<file path="config.mk">
export PLATFORM = sky130hd
export DESIGN_NAME = rabbit_spawner
export DESIGN_NICKNAME = d
export VERILOG_FILES = /design/src/rtl/rabbit_spawner.sv
export SDC_FILE = /design/constraint.sdc
export NUM_CORES = 1
export LEC_CHECK = 0
export CORE_AREA = 2 2 66 68
export CTS_CLUSTER_DIAMETER = 80
export DETAILED_ROUTE_END_ITERATION = 8
export DIE_AREA = 0 0 68 70
export PLACE_DENSITY = 0.62
export SLEW_MARGIN = 0
export SYNTH_ARGS = -nofsm -noshare
export SYNTH_HDL_FRONTEND = slang
export SYNTH_SLANG_ARGS = --single-unit
</file>
<file path="constraint.sdc">
create_clock -name clk -period 6 [get_ports clk]
set_clock_uncertainty 0.1 [all_clocks]
set_input_delay 0.6 -clock clk [delete_from_list [all_inputs] [get_ports clk]]
set_output_delay 0.6 -clock clk [all_outputs]
set_load 0.01 [all_outputs]
</file>
<file path="src/rtl/rabbit_spawner.sv">
// rabbit_spawner
//   Owns the rabbit's life cycle for the snake game. It spawns a one-hot rabbit
//   position chosen from an 8-bit LFSR that never lands under the snake. The
//   rabbit is held until the score block reports an eat on the snake's
//   position. The board then stays clear for RESPAWN_TICKS game steps before
//   the rabbit respawns.
//
// Ports
//   clk          system clock, all state updates on the rising edge
//   rst          asynchronous active-high reset
//   tick         one-cycle game-step strobe
//   eaten        eat/clear level from the score block; only its rising edge is used
//   snake_led    current snake position (one-hot, 0 = no snake)
//   rabbit_led   current rabbit position (one-hot or 0)
//   rabbit_valid high while a rabbit is shown
//   spawn_pulse  one-cycle strobe when a new rabbit position first appears
//   spawn_count  spawns since reset, modulo 16
module rabbit_spawner #(
  parameter int         RESPAWN_TICKS = 4,
  parameter logic [7:0] LFSR_SEED     = 8'hB5
) (
  input  logic       clk,
  input  logic       rst,
  input  logic       tick,
  input  logic       eaten,
  input  logic [7:0] snake_led,
  output logic [7:0] rabbit_led,
  output logic       rabbit_valid,
  output logic       spawn_pulse,
  output logic [3:0] spawn_count
);

  localparam int         WAIT_W    = (RESPAWN_TICKS < 1) ? 1 : $clog2(RESPAWN_TICKS + 1);
  localparam logic [7:0] SEED_EFF  = (LFSR_SEED == 8'h00) ? 8'h01 : LFSR_SEED;
  localparam logic [WAIT_W-1:0] WAIT_LOAD = WAIT_W'(RESPAWN_TICKS);
  localparam logic [WAIT_W-1:0] WAIT_ONE  = WAIT_W'(1);

  typedef enum logic [1:0] {
    ST_PICK = 2'd0,
    ST_SHOW = 2'd1,
    ST_WAIT = 2'd2
  } state_t;

  // Galois right-shift step, taps x^8+x^6+x^5+x^4+1. A nonzero state never
  // maps to zero, so the register cannot lock up.
  function automatic logic [7:0] lfsr_step(input logic [7:0] v);
    lfsr_step = (v >> 1) ^ (v[0] ? 8'hB8 : 8'h00);
  endfunction

  state_t            state, state_nxt;
  logic [7:0]        lfsr;
  logic              eaten_d;
  logic [WAIT_W-1:0] wait_cnt, wait_nxt;
  logic [7:0]        led_nxt;
  logic              valid_nxt;
  logic              pulse_nxt;
  logic [3:0]        count_nxt;

  logic              eat_rise;
  logic              eat_hit;
  logic [7:0]        cand;
  logic [7:0]        cand_rot;
  logic              pick_ok;
  logic [7:0]        pick_led;

  assign eat_rise = eaten & ~eaten_d;
  assign eat_hit  = eat_rise & (|(snake_led & rabbit_led));

  // Candidate comes from the LFSR; if the snake covers it, try the next LED
  // over. Since the snake is one-hot, at most one of the two is blocked.
  always_comb begin
    cand     = 8'b1 << lfsr[2:0];
    cand_rot = {cand[6:0], cand[7]};
    pick_ok  = 1'b0;
    pick_led = 8'h00;
    if ((cand & snake_led) == 8'h00) begin
      pick_ok  = 1'b1;
      pick_led = cand;
    end else if ((cand_rot & snake_led) == 8'h00) begin
      pick_ok  = 1'b1;
      pick_led = cand_rot;
    end
  end

  always_comb begin
    state_nxt = state;
    led_nxt   = rabbit_led;
    valid_nxt = rabbit_valid;
    pulse_nxt = 1'b0;
    count_nxt = spawn_count;
    wait_nxt  = wait_cnt;
    case (state)
      ST_PICK: begin
        if (pick_ok) begin
          led_nxt   = pick_led;
          valid_nxt = 1'b1;
          pulse_nxt = 1'b1;
          count_nxt = spawn_count + 4'd1;
          state_nxt = ST_SHOW;
        end
      end
      ST_SHOW: begin
        // An eat on a tick wins; the tick is not counted toward the wait.
        if (eat_hit) begin
          led_nxt   = 8'h00;
          valid_nxt = 1'b0;
          wait_nxt  = WAIT_LOAD;
          state_nxt = (RESPAWN_TICKS == 0) ? ST_PICK : ST_WAIT;
        end
      end
      ST_WAIT: begin
        if (tick) begin
          if (wait_cnt > WAIT_ONE) begin
            wait_nxt = wait_cnt - WAIT_ONE;
          end else begin
            wait_nxt  = '0;
            state_nxt = ST_PICK;
          end
        end
      end
      default: state_nxt = ST_PICK;
    endcase
  end

  always_ff @(posedge clk or posedge rst) begin
    if (rst) begin
      state <= ST_PICK;
    end else begin
      state <= state_nxt;
    end
  end

  always_ff @(posedge clk or posedge rst) begin
    if (rst) begin
      lfsr         <= SEED_EFF;
      eaten_d      <= 1'b0;
      wait_cnt     <= '0;
      rabbit_led   <= 8'h00;
      rabbit_valid <= 1'b0;
      spawn_pulse  <= 1'b0;
      spawn_count  <= 4'd0;
    end else begin
      lfsr         <= lfsr_step(lfsr);
      eaten_d      <= eaten;
      wait_cnt     <= wait_nxt;
      rabbit_led   <= led_nxt;
      rabbit_valid <= valid_nxt;
      spawn_pulse  <= pulse_nxt;
      spawn_count  <= count_nxt;
    end
  end

endmodule

</file>
== Word level (Yosys, flattened, before mapping) ==
Index checks and enable logic that the tools add are counted.

* Bitwise gates (word level): 7
* Reductions and logical operators: 10
* Multiplexer cells: 22
* Magnitude comparators: 1
* Shift operators: 1
* Add/subtract/negate cells: 2
* Equality and inequality tests: 6

{| class="wikitable"
|+ Operators by type and width
! operator !! count
|-
| $mux 8 || 5
|-
| $and 8x8->8 || 3
|-
| $logic_not 8->1 || 2
|-
| $pmux 8 s2 || 1
|-
| $mux 3 || 3
|-
| $mux 2 || 4
|-
| $ne 2x2->1 const B || 4
|-
| $reduce_or 8->1 || 1
|-
| $shl 1x3->8 const A || 1
|-
| $xor 7x8->8 || 1
|-
| $mux 1 || 6
|-
| $pmux 2 s3 || 1
|-
| $pmux 3 s2 || 1
|-
| $reduce_and 3->1 || 2
|-
| $add 4x1->4 const B || 1
|-
| $reduce_and 4->1 || 1
|-
| $reduce_bool 2->1 || 2
|-
| $gt 3x1->1 const B || 1
|-
| $sub 3x1->3 const B || 1
|-
| $and 1x1->1 || 2
|-
| $eq 2x1->1 const B || 1
|-
| $eq 2x2->1 const B || 1
|-
| $logic_not 2->1 || 1
|-
| $pmux 1 s2 || 1
|-
| other kinds (2) || 2
|}

* Register bits: 28
* Word-level logic and storage cells: 57
* Bits of input ports: 12
* Output and inout port bits: 14

== Longest topological paths before layout ==
Gate-level depths: netlist (run 1).

* Depth in word-level cells: 7
* Depth in mapped cells: 6
* Depth with buffers taken out: 6

== Worst setup path before layout (run 1) ==
OpenSTA, ideal clock, no wires.

* Kind: register -> register
* Start: register lfsr[0]
* End: register spawn_count[1]
* Period minus slack after synthesis: 2.240 ns
* Data required time: 5.772 ns
* Slack: 3.760 ns
* Cell stages (with the launch flop): 6
* Setup time: 0.128 ns
* Buffers on the path: 1
* Data arrival time: 2.012 ns
* Path through: dfstp_2 buf_6 mux4_2 mux2_4 a21oi_4 mux2_1

* Cells in the longest elaborated chain, start to end: 6
* Elaborated cells between the ends (all ways): 8
* Those cells by class: 1 x shift; 2 x mux; 2 x bitwise; 3 x reduce/logical

{| class="wikitable"
|+ Ends and longest elaborated chain
! item !! RTL line !! RTL
|-
| start, declared || 51 || <nowiki>logic [7:0] lfsr;</nowiki>
|-
| start signal, assigned || 143 || <nowiki>lfsr <= lfsr_step(lfsr);</nowiki>
|-
| $shl 1x3->8 (*) || 72 || <nowiki>cand = 8'b1 << lfsr[2:0];</nowiki>
|-
| $and 8x8->8 || 79 || <nowiki>end else if ((cand_rot & snake_led) == 8'h00) begin</nowiki>
|-
| $logic_not 8->1 || 79 ||
|-
| $mux 1 || 79 ||
|-
| $mux 1 (*) || 76 || <nowiki>if ((cand & snake_led) == 8'h00) begin</nowiki>
|-
| $reduce_and 2->1 (no line) (*) || -- ||
|-
| end signal, assigned || 149 || <nowiki>spawn_count <= count_nxt;</nowiki>
|-
| end, declared || 30 || <nowiki>output logic [3:0] spawn_count</nowiki>
|}

Mark *: on every way between the ends. The rest lies on a longest branch, timed or not.
A chain may end at the register's enable or synchronous reset.

== Final worst setup path (run 1) ==
Ends and elaborated chain as after synthesis.

==> results of run 1 <==
[flip-flops by register name, indices dropped and copies added (netlist names)]
signal / flops
rabbit_valid: 1
spawn_count: 4
eaten_d: 1
lfsr: 8
state: 2
wait_cnt: 3
rabbit_led: 8
spawn_pulse: 1
[final timing paths]
check	slack [ns]	startpoint	end	cells past startpoint
min in group asynchronous	0.76	rst	lfsr[3]	2
worst max register to register	3.42	lfsr[0]	spawn_count[1]	4
max in group asynchronous	4.41	rst	rabbit_led[3]	2
worst min-delay path	0.26	lfsr[3]	lfsr[2]	0
worst max-delay path	3.42	lfsr[0]	spawn_count[1]	4
worst min register to register	0.26	lfsr[3]	lfsr[2]	0
[per-layer routing]
layer	wire [um]	up-vias
met3	124	9
met4	75	0
li1	-	561
met5	0	-
met1	1490	571
met2	1690	30
[kinds of logic after synthesis]
group	synth area share (%)
DFF	45.3
xor gates and xnor gates	3.37
adders and majority gates	2.41
muxes	9.47
and+or+nand+nor	15.6
buffers and inverters	5.70
AOI/OAI and AO/OA	18.1
[per-stage QoR]
stage,worst slack [ns],total power [uW],hold slack (ns),utilization [%]
3_5_place_dp,3.20,465,0.243,43.9
2_1_floorplan,3.76,378,0.233,-
4_1_cts,3.39,617,0.268,45.6
3_3_place_gp,3.26,460,0.236,43.9
5_1_grt,3.27,647,0.284,45.6
6_report,3.42,608,0.262,45.6
[cells in the final DEF, fill, tap and decap left out, drive strengths merged, types with 2 or more instances in the layout]
cell type	synthesis	layout
a221o	2	2
or3	3	3
nand3	7	7
a22oi	4	4
o31ai	2	2
mux4	2	2
a21boi	2	2
a21oi	3	3
a2bb2oi	2	2
dfstp	5	5
mux2	4	4
mux2i	5	5
nand2	7	7
nand2b	4	4
a211o	2	2
dfrtp	23	23
clkbuf	6	3
nor2	8	8
inv	9	9
nor2b	3	3
o221ai	3	3
and3b	2	2
clkdlybuf4s50	0	25
o21ai	3	3
a211oi	2	2
xor2	6	6
ha	3	3
[power by group through the flow]
stage | registers (uW) | logic, uW | clock network [uW]
floorplan | 264 | 114 | 0
global placement | 267 | 192 | 0
detailed placement | 268 | 198 | 0
CTS | 265 | 198 | 154
global route | 272 | 216 | 160
finish | 265 | 195 | 148
[area by class of cell]
cell class	instances	area, um^2
Inverter	9	33.8
Timing Repair Buffer	25	250
Fill cell	403	2250
Multi-Input combinational cell	96	763
Clock buffer	3	41.3
Sequential cell	28	707
Tap cell	52	65.1
Clock inverter	1	30.0
[critical path, stage by stage (launching register included)]
cell     delay [ns]
dfstp_2        0.79
mux4_2         0.59
mux2_4         0.38
a21oi_4        0.25
mux2_1         0.35
==> flow_summary.ini, run 1 <==
[outcome]
outcome = finished, final reports clean

[logic_synthesis]
synth_flop_cell = dfrtp_1
synth_nets = 158
synthCells = 143
yosysSeqAreaShare_pct = 45.3
synth.most_common_cell = dfrtp_1
synth_top_area_cell = dfrtp_1
synth_area_per_cell_um2 = 10.9
synth.area.top_cells = dfrtp_1, dfstp_2, xor2_1
yosys_warnings = 0
synth_top_area_share_pct = 36.9
synth_edf_count = 0
async_flop_share_pct = 100
synthDistinctLibCells = 50
syn_area_um2 = 1560
ys_ff_latch = 28
synthTopCellsByCount = dfrtp_1, inv_1, nor2_1

[placement]
io_buffer_count = 25
place_area_um2 = 1820
dp_hpwl_mm = 2.48
globalplace.congestion = 0.832
place_inst = 210

[final_layout]
finalInstanceArea_um2 = 1890
final_layout_size_suffix_gt1_share_pct = 13.6
layout.cells.non_filler = 214
syn_to_final_growth_pct = 21.3
nets = 178
antenna_cells = 0

[die]
rows = 24
die_width_um = 68
dieArea_um2 = 4760
ios = 26
start_util_pct = 37.6
die_h_um = 70
core-area_um2 = 4140

[cts]
htree_levels = 1
cts_tree = yes
clk_latency_ns = 0.28
cts_made_buffers = 3
cts_sinks = 28
ctsLongestPathBuffers = 2
cts-root-buf = clkbuf_8
clk_pin_slew_worst_paths_ns = 0.09
cts_hold_buf = 0
cts.repair.resized = 0
cts_setup_buffers = 0

[global_route]
grt_usage_pct = 15.8
top_usage_layer = met2
antenna_found_initial = 0
grt_use_met3_pct = 3.70
use_met2_pct = 24.8
met1_usage_pct = 21.1
grt_first_pass_wirelength_mm = 5.71
grt_max_degree = 29
grt_pass1_vias = 1206
grt-ovfl-total = 0

[timing]
layout_min_cycle_time_ns = 2.58
finalSetupViolations = 0
worst_slew_pin_slew_ns = 1.03
rsz0062_at_grt = no
slew_headroom_pct = 31.1
hold_viol = 0
finalCritPeriodShare_pct = 43.0
final.setup.tns_ns = 0
slew_violations = 0
max_freq_mhz = 387

[power]
ir_worst_vdd_v = 0.000146
power.switching_uw = 192
p_int_uw = 416
swShare_pct = 31.6
leakagePower_uw = 0.000783
seqPwrFrac_pct = 43.5
p_clk_share_pct = 24.4
combPwrFrac_pct = 32.1
cellPowerDensity_nw_per_um2 = 322

[routing]
wl_per_cell_um = 15.8
avgViaCountPerCell = 5.47
vias = 1171
drtIter0Drc = 58
drc_errors = 0
dr.pass1.iters = 4
totalWireLength_mm = 3.38
ant_nets = 0

[min_path]
hp-class = register to register

[worst_setup_path]
critPathLaunchType = register
arrival_ns = 2.65
critical_path_class = register to register
path_max_fanout = 20
required_ns = 6.07
worst_setup_path_end_kind = register

[run]
maxCapViolCount = 0
Note: power is estimated with default switching activity, not from simulation.
==> inputs of run 2 (changes only) <==
Settings changed: PLACE_DENSITY 0.62 to 0.64.
Clock period 6 ns to 2.2 ns, I/O delays scaled along.
==> run 2 against run 1 <==
Net effect:
- the run now ends with negative setup slack left
- combinational power grew to 3.5 times the previous value
- die area did not move
- setup slack worse by 3.5 ns
- sequential cell count is the same
- critical path depth grew 3
- fmax is 14% higher
- first-iteration DRC count decreased by 19%
- routed wire length increased by 11%
- register-to-register slack got worse by 3.5 ns
- count of clock-buffer cells in the layout grew 1
- global-route usage is 1.1 points higher
- largest cell class unchanged
- largest power group unchanged
==> flow_summary.ini, run 2 (same netlist as run 1, synthesis figures left out) <==
[placement]
place_inst = 229
globalplace.congestion = 0.879
dp_hpwl_mm = 2.67
io_buffer_count = 25
place_area_um2 = 1960

[global_route]
grt_usage_pct = 17.0
grt_pass1_vias = 1285
antenna_found_initial = 0
grt-ovfl-total = 0
grt_first_pass_wirelength_mm = 6.17
grt_max_degree = 29

[cts]
clk_latency_ns = 0.27
clk_pin_slew_worst_paths_ns = 0.10
cts_tree = yes
cts_sinks = 28
cts-root-buf = clkbuf_8
cts_hold_buf = 0
cts_made_buffers = 3
ctsLongestPathBuffers = 2
htree_levels = 1

[final_layout]
syn_to_final_growth_pct = 40.2
finalInstanceArea_um2 = 2190
final.fill_count = 380
layout.cells.non_filler = 240
nets = 204
final_layout_size_suffix_gt1_share_pct = 29.3
layout_common_cells = clkdlybuf4s50_1, dfrtp_1, buf_4, buf_6, inv_1
fin_util_pct = 52.7
final_common_cell = clkdlybuf4s50_1
reg.largest.list = lfsr x8, rabbit_led x8, spawn_count x4
antenna_cells = 0

[routing]
avgViaCountPerCell = 5.49
totalWireLength_mm = 3.76
dr.pass1.iters = 4
wl_per_cell_um = 15.7
ant_nets = 0
drtIter0Drc = 47
drc_errors = 0
vias = 1318

[timing]
finalSetupViolations = 11
layout_min_cycle_time_ns = 2.27
finalCritPeriodShare_pct = 103
worst_slack_ns = -0.0668
worst_slew_pin_slew_ns = 0.500
slew_violations = 0
slew_headroom_pct = 66.2
hold_viol = 0
rsz0062_at_grt = yes
max_freq_mhz = 441

[die]
start_util_pct = 37.6
rows = 24
dieArea_um2 = 4760
die_h_um = 70
die_width_um = 68
ios = 26
core-area_um2 = 4140

[worst_setup_path]
arrival_ns = 2.37
worst_setup_path_end_kind = register
required_ns = 2.30
critPathLaunchType = register
critical_path_class = register to register
r2r_slack_ns = -0.07
r2r_cells = 7
path_max_fanout = 6

[power]
leakagePower_uw = 0.000937
cellPowerDensity_nw_per_um2 = 792
ir_worst_vdd_v = 0.000346

[run]
maxCapViolCount = 0

[outcome]
violations = negative setup slack
outcome = complete, but fails checks

[min_path]
hp-class = input port to asynchronous set/reset pin
## run 2: cell count changes in the layout (fill, tap and decap cells not counted), moves of 2 or more
cell      change
a211oi_2      -2
a211oi_4      +2
buf_4        +16
buf_6        +10
o21ai_0       -2
o21ai_1       +2
o221ai_1      -3
o221ai_2      +3
## run 2: per-stage QoR
step           setup slack [ns]  TNS (ns)  hold slack, ns  power, uW
2_1_floorplan           -0.0396   -0.0499           0.151       1030
3_3_place_gp            -0.0714    -0.301           0.244       1280
3_5_place_dp             -0.136    -0.717           0.246       1310
4_1_cts                 -0.0410    -0.122           0.209       1650
5_1_grt                  -0.189     -1.35           0.226       1830
6_report                -0.0668    -0.347           0.197       1730
## run 2: area by class of cell
type	count	area (um^2)	share of cell area, %
Tap cell	52	65.1	2.98
Timing Repair Buffer	51	483	22.1
Clock buffer	4	55.1	2.52
Multi-Input combinational cell	96	842	38.5
Inverter	9	33.8	1.55
Sequential cell	28	707	32.3
## run 2: power breakdown
part	internal [uW]	switching [uW]	total (uW)	leakage (uW)
clock network	160	159	319	0.0000288
registers	614	109	723	0.000344
logic	378	310	688	0.000565
total	1150	578	1730	0.000937
## run 2: critical path, cell delays in order (launching register included)
cell      delay (ns)
dfstp_2         0.63
mux2_4          0.32
o211ai_1        0.17
buf_4           0.16
buf_6           0.09
nand4_1         0.11
or4_1           0.45
o221ai_2        0.17
## run 2: what timing repair did
item,in CTS,in global routing
endpoints found under the setup margin,14,13
setup buffers,2,5
resized for setup,9,16
pin swaps,3,5
## run 2: worst paths after layout
kind | start | end
worst min-delay path | rst | eaten_d
min in group clk | lfsr[3] | lfsr[2]
worst max-delay path | lfsr[0] | rabbit_led[1]
worst max register to register | lfsr[0] | rabbit_led[1]
worst min register to register | lfsr[3] | lfsr[2]
max in group asynchronous | rst | lfsr[5]
## run 2: routing by layer
layer  wire length, um  vias up  GRT usage, %
met2              1910       48          26.4
met1              1630      650          23.2
met5                 0        -             0
met3               157        8          2.74
li1                  -      612             -
met4                64        0          6.89
==> inputs of run 3 (changes only) <==
Settings changed: ABC_CLOCK_PERIOD_IN_PS from default to 2200.
==> results of run 3 <==
The final DEF is identical to that of run 2; final timing and power are the same.
